### src/rtl/handshake_pkg.sv
// Shared definitions for the handshake fabric: default payload width/value
// and a constant-evaluable ceil(log2) for sizing counters.
package handshake_pkg;

  localparam int unsigned DEFAULT_DATA_WIDTH = 32;
  localparam logic [31:0] DEFAULT_VALUE      = 32'h0000_0CE7;

  function automatic int unsigned clog2(input int unsigned v);
    int unsigned r;
    r = 0;
    for (int unsigned p = 1; p < v; p = p << 1) begin
      r = r + 1;
    end
    return r;
  endfunction

endpackage

### src/rtl/handshake_token_counter.sv
// Up/down count of owed output tokens: +REPEAT per accepted trigger, -1 per
// emitted token. Callers gate inc/dec so the range stays within 0..2*REPEAT.
module handshake_token_counter
  import handshake_pkg::*;
#(
  parameter int unsigned REPEAT = 1,
  parameter int unsigned CNT_W  = clog2(2 * REPEAT + 1)
) (
  input  logic             clk_i,
  input  logic             rst_ni,
  input  logic             inc_i,
  input  logic             dec_i,
  output logic [CNT_W-1:0] count_o,
  output logic             is_zero_o,
  output logic             le_repeat_o
);

  localparam logic [CNT_W-1:0] STEP_UP = CNT_W'(REPEAT);

  logic [CNT_W-1:0] count_q;
  logic [CNT_W-1:0] count_d;

  always_comb begin
    count_d = count_q + (inc_i ? STEP_UP : '0) - (dec_i ? CNT_W'(1) : '0);
  end

  always_ff @(posedge clk_i or negedge rst_ni) begin
    if (!rst_ni) begin
      count_q <= '0;
    end else begin
      count_q <= count_d;
    end
  end

  assign count_o     = count_q;
  assign is_zero_o   = (count_q == '0);
  assign le_repeat_o = (count_q <= STEP_UP);

endmodule

### src/rtl/handshake_constant_repeat.sv
// Constant source: each accepted ctrl token yields REPEAT copies of VALUE.
// All handshake outputs decode from the registered pending count only.
module handshake_constant_repeat
  import handshake_pkg::*;
#(
  parameter int unsigned DATA_WIDTH = DEFAULT_DATA_WIDTH,
  parameter logic [31:0] VALUE      = DEFAULT_VALUE,
  parameter int unsigned REPEAT     = 1
) (
  input  logic                  clk,
  input  logic                  rst,
  input  logic                  ctrl_valid,
  output logic                  ctrl_ready,
  output logic [DATA_WIDTH-1:0] outs,
  output logic                  outs_valid,
  input  logic                  outs_ready,
  output logic                  outs_last
);

  localparam int unsigned           CNT_W     = clog2(2 * REPEAT + 1);
  localparam logic [DATA_WIDTH-1:0] OUT_CONST = DATA_WIDTH'(VALUE);
  localparam logic [CNT_W-1:0]      LAST_A    = CNT_W'(1);
  localparam logic [CNT_W-1:0]      LAST_B    = CNT_W'(REPEAT + 1);

  if (REPEAT < 1) begin : g_bad_repeat
    $error("handshake_constant_repeat: REPEAT must be >= 1");
  end

  logic [CNT_W-1:0] pending;
  logic             is_zero;
  logic             le_repeat;
  logic             ctrl_fire;
  logic             outs_fire;

  assign ctrl_fire = ctrl_valid & ctrl_ready;
  assign outs_fire = outs_valid & outs_ready;

  handshake_token_counter #(
    .REPEAT (REPEAT),
    .CNT_W  (CNT_W)
  ) u_cnt (
    .clk_i       (clk),
    .rst_ni      (rst),
    .inc_i       (ctrl_fire),
    .dec_i       (outs_fire),
    .count_o     (pending),
    .is_zero_o   (is_zero),
    .le_repeat_o (le_repeat)
  );

  // rst gating keeps handshakes dead while reset is asserted, even though
  // the counter at zero would otherwise report ready.
  always_comb begin
    outs_valid = 1'b0;
    ctrl_ready = 1'b0;
    outs_last  = 1'b0;
    if (rst) begin
      outs_valid = !is_zero;
      ctrl_ready = le_repeat;
      outs_last  = !is_zero && ((pending == LAST_A) || (pending == LAST_B));
    end
  end

  assign outs = OUT_CONST;

endmodule

### config.mk
export PLATFORM = sky130hd
export DESIGN_NAME = handshake_constant_repeat
export DESIGN_NICKNAME = d
export VERILOG_FILES = /design/src/rtl/handshake_pkg.sv /design/src/rtl/handshake_token_counter.sv /design/src/rtl/handshake_constant_repeat.sv
export SDC_FILE = /design/constraint.sdc
export NUM_CORES = 1
export LEC_CHECK = 0
export ABC_CLOCK_PERIOD_IN_PS = 3090
export BUFFER_PORTS_ARGS = -buffer_cell sky130_fd_sc_hd__buf_2
export CAP_MARGIN = 5
export CORE_AREA = 2 2 39 41
export DETAILED_ROUTE_END_ITERATION = 6
export DIE_AREA = 0 0 41 43
export PLACE_DENSITY = 0.74
export SETUP_SLACK_MARGIN = 0.2
export SYNTH_ARGS = -nofsm -noshare
export SYNTH_HDL_FRONTEND = slang
export SYNTH_SLANG_ARGS = --single-unit
### constraint.sdc
create_clock -name clk -period 3.09 [get_ports clk]
set_clock_uncertainty 0.05 [all_clocks]
set_input_delay 0.618 -clock clk [delete_from_list [all_inputs] [get_ports clk]]
set_output_delay 0.618 -clock clk [all_outputs]
set_load 0.05 [all_outputs]
==> run_results.csv, run 1 <==
group,metric,value,unit
timing,finalSetupViolCount,0,
timing,drv_slew,0,
clock_network,clk_latency,0.22,ns
setup_path,worst_setup_path_start_kind,"register",
floorplan,core_area,0.00138,sq mm
timing,post-route-period-util,64.1,%
clock_network,cts_root_buf,"clkbuf_4",
setup_path,cp_max_fo,3,
timing,post-route-min-period,1.98,ns
timing,rsz0062_at_grt,"false",
placement,dpl.hpwl,352,um
setup_path,reg2reg_depth,9,
power_and_ir_drop,total_leakage_power,0.242,nW
power_and_ir_drop,power_density,948,mW/mm^2
setup_path,end_kind,"output pin",
drt,wl_per_cell,5.49,um
drt,route.antenna.remaining_nets,0,
grt,overflow,0,
floorplan,rows,14,
clock_network,clock_sinks,2,
clock_network,path_clk_slew,0.03,ns
setup_path,required,2.42,ns
layout,num_antenna_cells,0,
yosys,ys_seq_area_share,11.9,%
placement,io_buffers,6,
setup_path,rr_endpoint,"u_cnt.count_o[1]",
layout,nNetsFinal,68,
clock_network,cts_setup_buffers,0,
placement,pre_cts_ws,1.07,ns
setup_path,crit_cells,5,
placement,place_congestion,0.468,
setup_path,crit_chain,"inv_1 -> ha_1 -> nand2b_1 -> and2_1 -> buf_2",
yosys,synth-seq-cells,2,
yosys,ys_warn_count,0,
yosys,synth_area_leader_cell,"buf_4",
grt,grt_max_degree,7,
floorplan,start_util,30.5,%
yosys,synth_area_per_cell,8.27,sq um
timing,clock.fmax,505,MHz
clock_network,hold_buffers,0,
timing,finalHoldViolCount,0,
setup_path,arrival,1.31,ns
setup_path,cpPeakStageDelay,0.37,ns
floorplan,die_height,43,um
clock_network,htreeDepth,1,
floorplan,fp.dieW,41,um
setup_path,crit_path_top_delay_cell,"dfrtp_1",
setup_path,crit_family,"flip-flops",
drt,dr.pass1.iters,2,
timing,setup_tns,0,ns
clock_network,clock_path_buffers,2,
setup_path,cp-startpoint,"u_cnt.count_o[1]",
clock_network,cts-resized-gates,0,
yosys,netlist.area_leader.share,57.0,%
timing,worst_slack,1.11,ns
clock_network,cts_buffers,3,
drt,routed_wl,406,um
layout,largest_reg_flops,2,
drt,drtIter0Drc,1,
grt,grt_usage,5.23,%
setup_path,cp-endpoint,"ctrl_ready",
layout,areaGrowthSynthToFinish,-13.1,%
outcome,outcome,"finished clean",
setup_path,r2r_setup_slack,1.28,ns
setup_path,r2r-start,"u_cnt.count_o[1]",
yosys,yosysUniqueCellTypes,10,
yosys,synth.area.top_cells,"buf_4, dfrtp_1, ha_1",
job,maxCapViolations,0,
yosys,syn_area,422,sq um
setup_path,cp_num_buf_inv,2,
floorplan,ios,39,
setup_path,crit_type,"reg -> out",
clock_network,cts_tree,"built",
grt,grt_pass1_wl,510,um
worst_hold_path,min_path_type,"in -> async",
drt,vias_per_cell,2.99,
drt,num_vias,221,
yosys,netlist_instances,51,
grt,grt_antenna_before_repair,0,
power_and_ir_drop,ir_drop,0.000224,V
grt,grt_pass1_vias,139,
layout,drive_gt1_share,17.2,%
floorplan,die_area,0.00176,sq mm
drt,drc,0,
## routing by layer
metal / global-route usage [%] / vias to the layer above / part of all wire [%]
li1: - / 103 / -
met1: 3.87 / 95 / 31
met2: 5.94 / 23 / 48
met3: 6.28 / 0 / 21
met4: 6.00 / 0 / 0
met5: 0 / - / 0
## power breakdown
part / total [mW] / internal [mW] / switching [mW]
sequential: 0.0505 / 0.0410 / 0.00946
clock: 0.0568 / 0.0428 / 0.0141
combinational: 0.240 / 0.0549 / 0.185
## metrics by stage
| step | instances | cell area, sq um | power (mW) | util, % | hold WS, ns |
|---|---|---|---|---|---|
| floorplan | 81 | 534 | 0.295 | - | 0.272 |
| global placement | 71 | 344 | 0.288 | 24.9 | 0.376 |
| detailed placement | 71 | 344 | 0.294 | 24.9 | 0.380 |
| CTS | 74 | 367 | 0.356 | 26.5 | 0.138 |
| global route | 74 | 367 | 0.379 | 26.5 | 0.137 |
| finish | 74 | 367 | 0.347 | 26.5 | 0.148 |
## synthesized netlist by cell type, drive strengths merged
| library cell | instances |
|---|---|
| buf | 32 |
| ha | 4 |
| and2 | 3 |
| inv | 3 |
| conb | 2 |
| dfrtp | 2 |
| xnor2 | 2 |
| and3 | 1 |
| nand2b | 1 |
| nor2b | 1 |
## cells by family after synthesis
kind of cell | after synthesis | share of synthesized area, %
XOR/XNOR | 2 | 4.16
buffers and inverters | 35 | 59.6
other | 2 | 1.78
flip-flops | 2 | 11.9
AND/OR/NAND/NOR | 6 | 10.7
adder cells (fa/ha/maj) | 4 | 11.9
## layout make-up
| class | count | area [sq um] |
|---|---|---|
| fill | 167 | 1020 |
| multi-input combinational | 44 | 233 |
| sequential | 2 | 50.0 |
| timing repair buffer | 6 | 30.0 |
| clock buffer | 3 | 22.5 |
| tap | 16 | 20.0 |
| inverter | 3 | 11.3 |
## layout by cell type (no fill, tap or decap)
cell | synthesis | final
dfrtp_1 | 2 | 2
buf_2 | 0 | 6
inv_1 | 3 | 3
and2_1 | 3 | 3
and3_1 | 1 | 1
ha_1 | 4 | 4
clkbuf_4 | 0 | 3
conb_1 | 2 | 32
nand2b_1 | 1 | 1
nor2b_4 | 1 | 1
xnor2_1 | 2 | 2
## worst min path at each step
stage	startpoint	endpoint	slack, ns	cells after the start
finish	rst	u_cnt.count_o[0]	0.15	1
global route	rst	u_cnt.count_o[1]	0.14	1
CTS	rst	u_cnt.count_o[0]	0.14	1
detailed placement	rst	u_cnt.count_o[0]	0.38	1
global placement	rst	u_cnt.count_o[1]	0.38	1
floorplan	rst	u_cnt.count_o[0]	0.27	0
(Power assumes the default switching activity.)
==> inputs of run 2 (changes only) <==
Settings changed: ABC_CLOCK_PERIOD_IN_PS 3090 to 1600, CORE_AREA 2 2 39 41 to not set, CORE_MARGIN set to 2, CORE_UTILIZATION set to 32, DIE_AREA 0 0 41 43 to not set, PLACE_DENSITY 0.74 to 0.78.
Clock period 3.09 ns to 1.6 ns, I/O delays scaled along.
==> run_results.csv, run 2 (synthesized netlist as in run 1, its figures left out) <==
group,metric,value,unit
setup_path,crit_path_top_delay_cell,"dfrtp_1",
power_and_ir_drop,seqPwrFrac,10.7,%
grt,grt_max_degree,5,
outcome,outcome,"complete, but fails checks",
power_and_ir_drop,power_density,1890,mW/mm^2
grt,grt_antenna_before_repair,0,
timing,post-route-min-period,1.65,ns
floorplan,die_area,0.00162,sq mm
setup_path,crit_family,"flip-flops",
layout,areaGrowthSynthToFinish,14.5,%
drt,route.antenna.remaining_nets,0,
grt,globalRouteMet1Util,5.61,%
worst_hold_path,min_path_cells,3,
drt,vias_per_cell,3.17,
setup_path,required,1.23,ns
drt,num_vias,247,
setup_path,worst_setup_path_start_kind,"register",
grt,grt_usage,7.89,%
timing,finalHoldViolCount,0,
setup_path,crit_type,"reg -> out",
setup_path,rr_endpoint,"u_cnt.count_o[1]",
clock_network,cts_buffers,3,
worst_hold_path,hp-start,"ctrl_valid",
drt,dr.pass1.iters,2,
floorplan,start_util,33.2,%
layout,num_antenna_cells,0,
clock_network,cts_root_buf,"clkbuf_4",
clock_network,clock_path_buffers,2,
drt,routed_wl,529,um
setup_path,arrival,1.28,ns
grt,overflow,0,
job,maxCapViolations,0,
setup_path,r2r-start,"u_cnt.count_o[0]",
worst_hold_path,min_path_type,"in -> reg",
clock_network,clock_sinks,2,
drt,wl_per_cell,6.78,um
floorplan,ios,39,
placement,pre_cts_ws,-0.157,ns
setup_path,cp_num_buf_inv,1,
clock_network,cts_tree,"built",
power_and_ir_drop,switchingPower,479,uW
layout,final_cell_mix,"conb_1, buf_4",
power_and_ir_drop,clockPowerShare,12.2,%
timing,finalSetupViolCount,2,
power_and_ir_drop,power.total,912,uW
power_and_ir_drop,total_leakage_power,0.275,nW
setup_path,crit_chain,"ha_1 -> nand2b_1 -> and2_2 -> buf_6",
timing,clock.fmax,606,MHz
grt,grt_pass1_wl,703,um
placement,dpl.hpwl,367,um
power_and_ir_drop,p_comb_share,77.1,%
floorplan,die_height,40.3,um
timing,rsz0062_at_grt,"true",
layout,largest_reg_flops,2,
timing,worst_slack,-0.0503,ns
setup_path,cp_max_fo,2,
placement,dp.cells,73,
timing,post-route-period-util,103,%
clock_network,clk_latency,0.22,ns
layout,drive_gt1_share,38.1,%
floorplan,rows,13,
layout,nNetsFinal,73,
layout,final_common_cell,"conb_1",
grt,grtUsageMet2,13.7,%
placement,io_buffers,6,
placement,place_congestion,0.667,
outcome,failed_checks,"setup timing",
grt,grtUsageMet3,3.33,%
clock_network,path_clk_slew,0.03,ns
clock_network,htreeDepth,1,
setup_path,r2r_setup_slack,-0.05,ns
floorplan,fp.dieW,40.3,um
grt,grt_pass1_vias,181,
drt,drtIter0Drc,1,
setup_path,end_kind,"output pin",
setup_path,cpPeakStageDelay,0.38,ns
power_and_ir_drop,ir_drop,0.000447,V
grt,busiest_layer,"met2",
layout,fin_cells,78,
power_and_ir_drop,p_int,433,uW
floorplan,core_area,0.00127,sq mm
setup_path,reg2reg_depth,9,
drt,drc,0,
worst_hold_path,hold_end,"u_cnt.count_o[0]",
power_and_ir_drop,p_sw_share,52.5,%
timing,drv_slew,0,
[run 2: power groups by stage]
stage	combinational (mW)	clock, mW	sequential, mW
floorplan	0.483	0	0.0951
global placement	0.511	0	0.0914
detailed placement	0.524	0	0.0941
CTS	0.696	0.120	0.0985
global route	0.754	0.120	0.0992
finish	0.703	0.111	0.0978
[run 2: tightest hold or removal path: stages]
cell    delay [ns]
buf_2         0.07
and3_1        0.19
ha_4          0.14
[run 2: worst max-delay path by stage]
stage	from	to	slack, ns	cells past startpoint
3_5_place_dp	u_cnt.count_o[1]	u_cnt.count_o[1]	-0.16	9
2_1_floorplan	u_cnt.count_o[1]	u_cnt.count_o[1]	-0.26	9
6_report	u_cnt.count_o[0]	ctrl_ready	-0.05	4
4_1_cts	u_cnt.count_o[0]	ctrl_ready	-0.07	4
3_3_place_gp	u_cnt.count_o[0]	u_cnt.count_o[1]	-0.12	9
5_1_grt	u_cnt.count_o[0]	u_cnt.count_o[1]	-0.1	9
[run 2: routing by layer]
metal	share of wire, %	wire, um
met5	0	0
met3	17	88
met4	0	0
met2	56	298
met1	27	142
[run 2: cell type report]
type,instances,area [sq um]
Fill cell,128,786
Multi-Input combinational cell,44,284
Timing Repair Buffer,11,96.3
Sequential cell,2,50.0
Clock buffer,3,22.5
Tap cell,15,18.8
Inverter,3,11.3
[run 2: repair_timing]
item                                    4_1_cts  5_1_grt
gates resized for setup                      18        0
setup buffers                                 1        0
gates cloned                                  0        0
pin swaps                                     7        4
endpoints found under the setup margin        5        5
hold buffers                                  1        0
hold endpoints to repair                      2        0
[run 2: per-stage QoR]
stage / cell area [sq um] / utilization, % / setup TNS [ns] / hold slack (ns)
2_1_floorplan: 539 / - / -0.374 / -0.0256
3_3_place_gp: 370 / 29.2 / -0.122 / 0.170
3_5_place_dp: 370 / 29.2 / -0.157 / 0.168
4_1_cts: 483 / 38.1 / -0.134 / 0.475
5_1_grt: 483 / 38.1 / -0.190 / 0.505
6_report: 483 / 38.1 / -0.0959 / 0.484
==> inputs of run 3 (changes only) <==
Settings changed: HOLD_SLACK_MARGIN set to 0.05, TNS_END_PERCENT set to 1.
==> run_results.csv, run 3 (synthesized netlist as in run 1, its figures left out) <==
group,metric,value,unit
outcome,outcome,"complete, but fails checks",
outcome,failed_checks,"setup timing",
floorplan,start_util,33.2,%
timing,clock.fmax,608,MHz
drt,routed_wl,505,um
power_and_ir_drop,total_leakage_power,0.268,nW
clock_network,clock_sinks,2,
timing,post-route-min-period,1.64,ns
layout,utilization,36.8,%
timing,worst_slack,-0.0437,ns
clock_network,clk_latency,0.22,ns
placement,pre_cts_ws,-0.184,ns
layout,drive_gt1_share,37.1,%
setup_path,end_kind,"register",
setup_path,cp_max_fo,2,
grt,grt_pass1_vias,195,
setup_path,worst_path_most_repeated_cell,"ha_4",
drt,wl_per_cell,6.56,um
placement,dpl-instance-area,360,sq um
floorplan,core_area,0.00127,sq mm
timing,drv_slew,0,
floorplan,rows,13,
clock_network,cts_root_buf,"clkbuf_4",
setup_path,cp_num_buf_inv,2,
power_and_ir_drop,ir_drop,0.000446,V
timing,post-route-period-util,103,%
clock_network,path_clk_slew,0.03,ns
setup_path,crit_path_top_delay_cell,"dfrtp_1",
job,maxCapViolations,0,
placement,io_buffers,6,
clock_network,cts_tree,"built",
drt,vias_per_cell,3.21,
setup_path,arrival,1.69,ns
setup_path,required,1.65,ns
drt,num_vias,247,
timing,finalHoldViolCount,0,
setup_path,crit_type,"reg -> reg",
layout,final_common_cell,"conb_1",
drt,drtIter0Drc,2,
grt,grt_pass1_wl,745,um
clock_network,cts_buffers,3,
layout,postLayoutCellArea,467,sq um
grt,grt_max_degree,5,
layout,final_cell_mix,"conb_1, buf_2",
setup_path,cpPeakStageDelay,0.38,ns
floorplan,ios,39,
floorplan,die_height,40.3,um
drt,dr.pass1.iters,2,
floorplan,die_area,0.00162,sq mm
grt,overflow,0,
grt,grt_antenna_before_repair,0,
layout,nNetsFinal,72,
timing,setup_tns,-0.0537,ns
layout,largest_reg_flops,2,
power_and_ir_drop,power_density,1890,mW/mm^2
drt,route.antenna.remaining_nets,0,
floorplan,fp.dieW,40.3,um
setup_path,crit_family,"adder cells",
worst_hold_path,min_path_type,"in -> reg",
placement,dpl.hpwl,401,um
grt,grt_usage,7.75,%
timing,hold_slack,0.493,ns
clock_network,clock_path_buffers,2,
drt,drc,0,
setup_path,crit_chain,"inv_2 -> ha_4 -> nor2b_4 -> and2_4 -> ha_4 -> inv_2 -> ha_4 -> xnor2_2 -> xnor2_1",
setup_path,worst_setup_path_start_kind,"register",
setup_path,r2r_setup_slack,-0.04,ns
timing,finalSetupViolCount,2,
clock_network,htreeDepth,1,
layout,num_antenna_cells,0,
timing,rsz0062_at_grt,"true",
placement,place_congestion,0.692,
layout,areaGrowthSynthToFinish,10.7,%
==> run 3: changes by cell type in the layout (fill, tap and decap cells not counted), sizes merged <==
cell  change
buf       -1
==> run 3: worst reg2reg max path: stages (launching register included) <==
cell	delay, ns
dfrtp_1	0.38
inv_2	0.09
ha_4	0.14
nor2b_4	0.04
and2_4	0.13
ha_4	0.25
inv_2	0.04
ha_4	0.15
xnor2_2	0.13
xnor2_1	0.13
==> run 3: routing by layer <==
layer,vias to the layer above,part of all wire (%),track usage (%)
li1,111,-,-
met1,112,25,5.90
met2,24,57,12.9
met3,0,18,5.00
met4,0,0,7.50
met5,-,0,0
==> run 3: path summary, 6_finish.rpt <==
kind                                   from          endpoint  cells past startpoint
min in group asynchronous               rst  u_cnt.count_o[0]                      3
min                              ctrl_valid  u_cnt.count_o[0]                      3
max                        u_cnt.count_o[0]  u_cnt.count_o[1]                      9
max reg2reg                u_cnt.count_o[0]  u_cnt.count_o[1]                      9
max in group asynchronous               rst  u_cnt.count_o[1]                      3
min reg2reg                u_cnt.count_o[1]  u_cnt.count_o[1]                      2
==> run 3: final cells by class <==
type | instances | area, sq um
multi-input cells | 44 | 285
fillers | 136 | 802
well taps | 15 | 18.8
repair buffers | 10 | 78.8
flip-flops and latches | 2 | 50.0
clock buffers | 3 | 22.5
inverters | 3 | 11.3
==> run 3: power breakdown <==
group	leakage, nW	internal, mW	switching, mW
sequential	0.0234	0.0794	0.0181
clock	0.0138	0.0826	0.0271
combinational	0.231	0.249	0.427
==> run 3: through the flow <==
step	std cells	power, mW
after floorplan	81	0.572
after global placement	72	0.581
after detailed placement	72	0.603
after CTS	76	0.854
after global routing	77	0.961
final	77	0.883
==> run 3: timing repair <==
action	4_1_cts	5_1_grt
setup endpoints to repair	5	5
buffers inserted	0	1
gates resized for setup	13	3
pin swaps	5	4
hold buffers	1	0
endpoints found under the hold margin	2	0
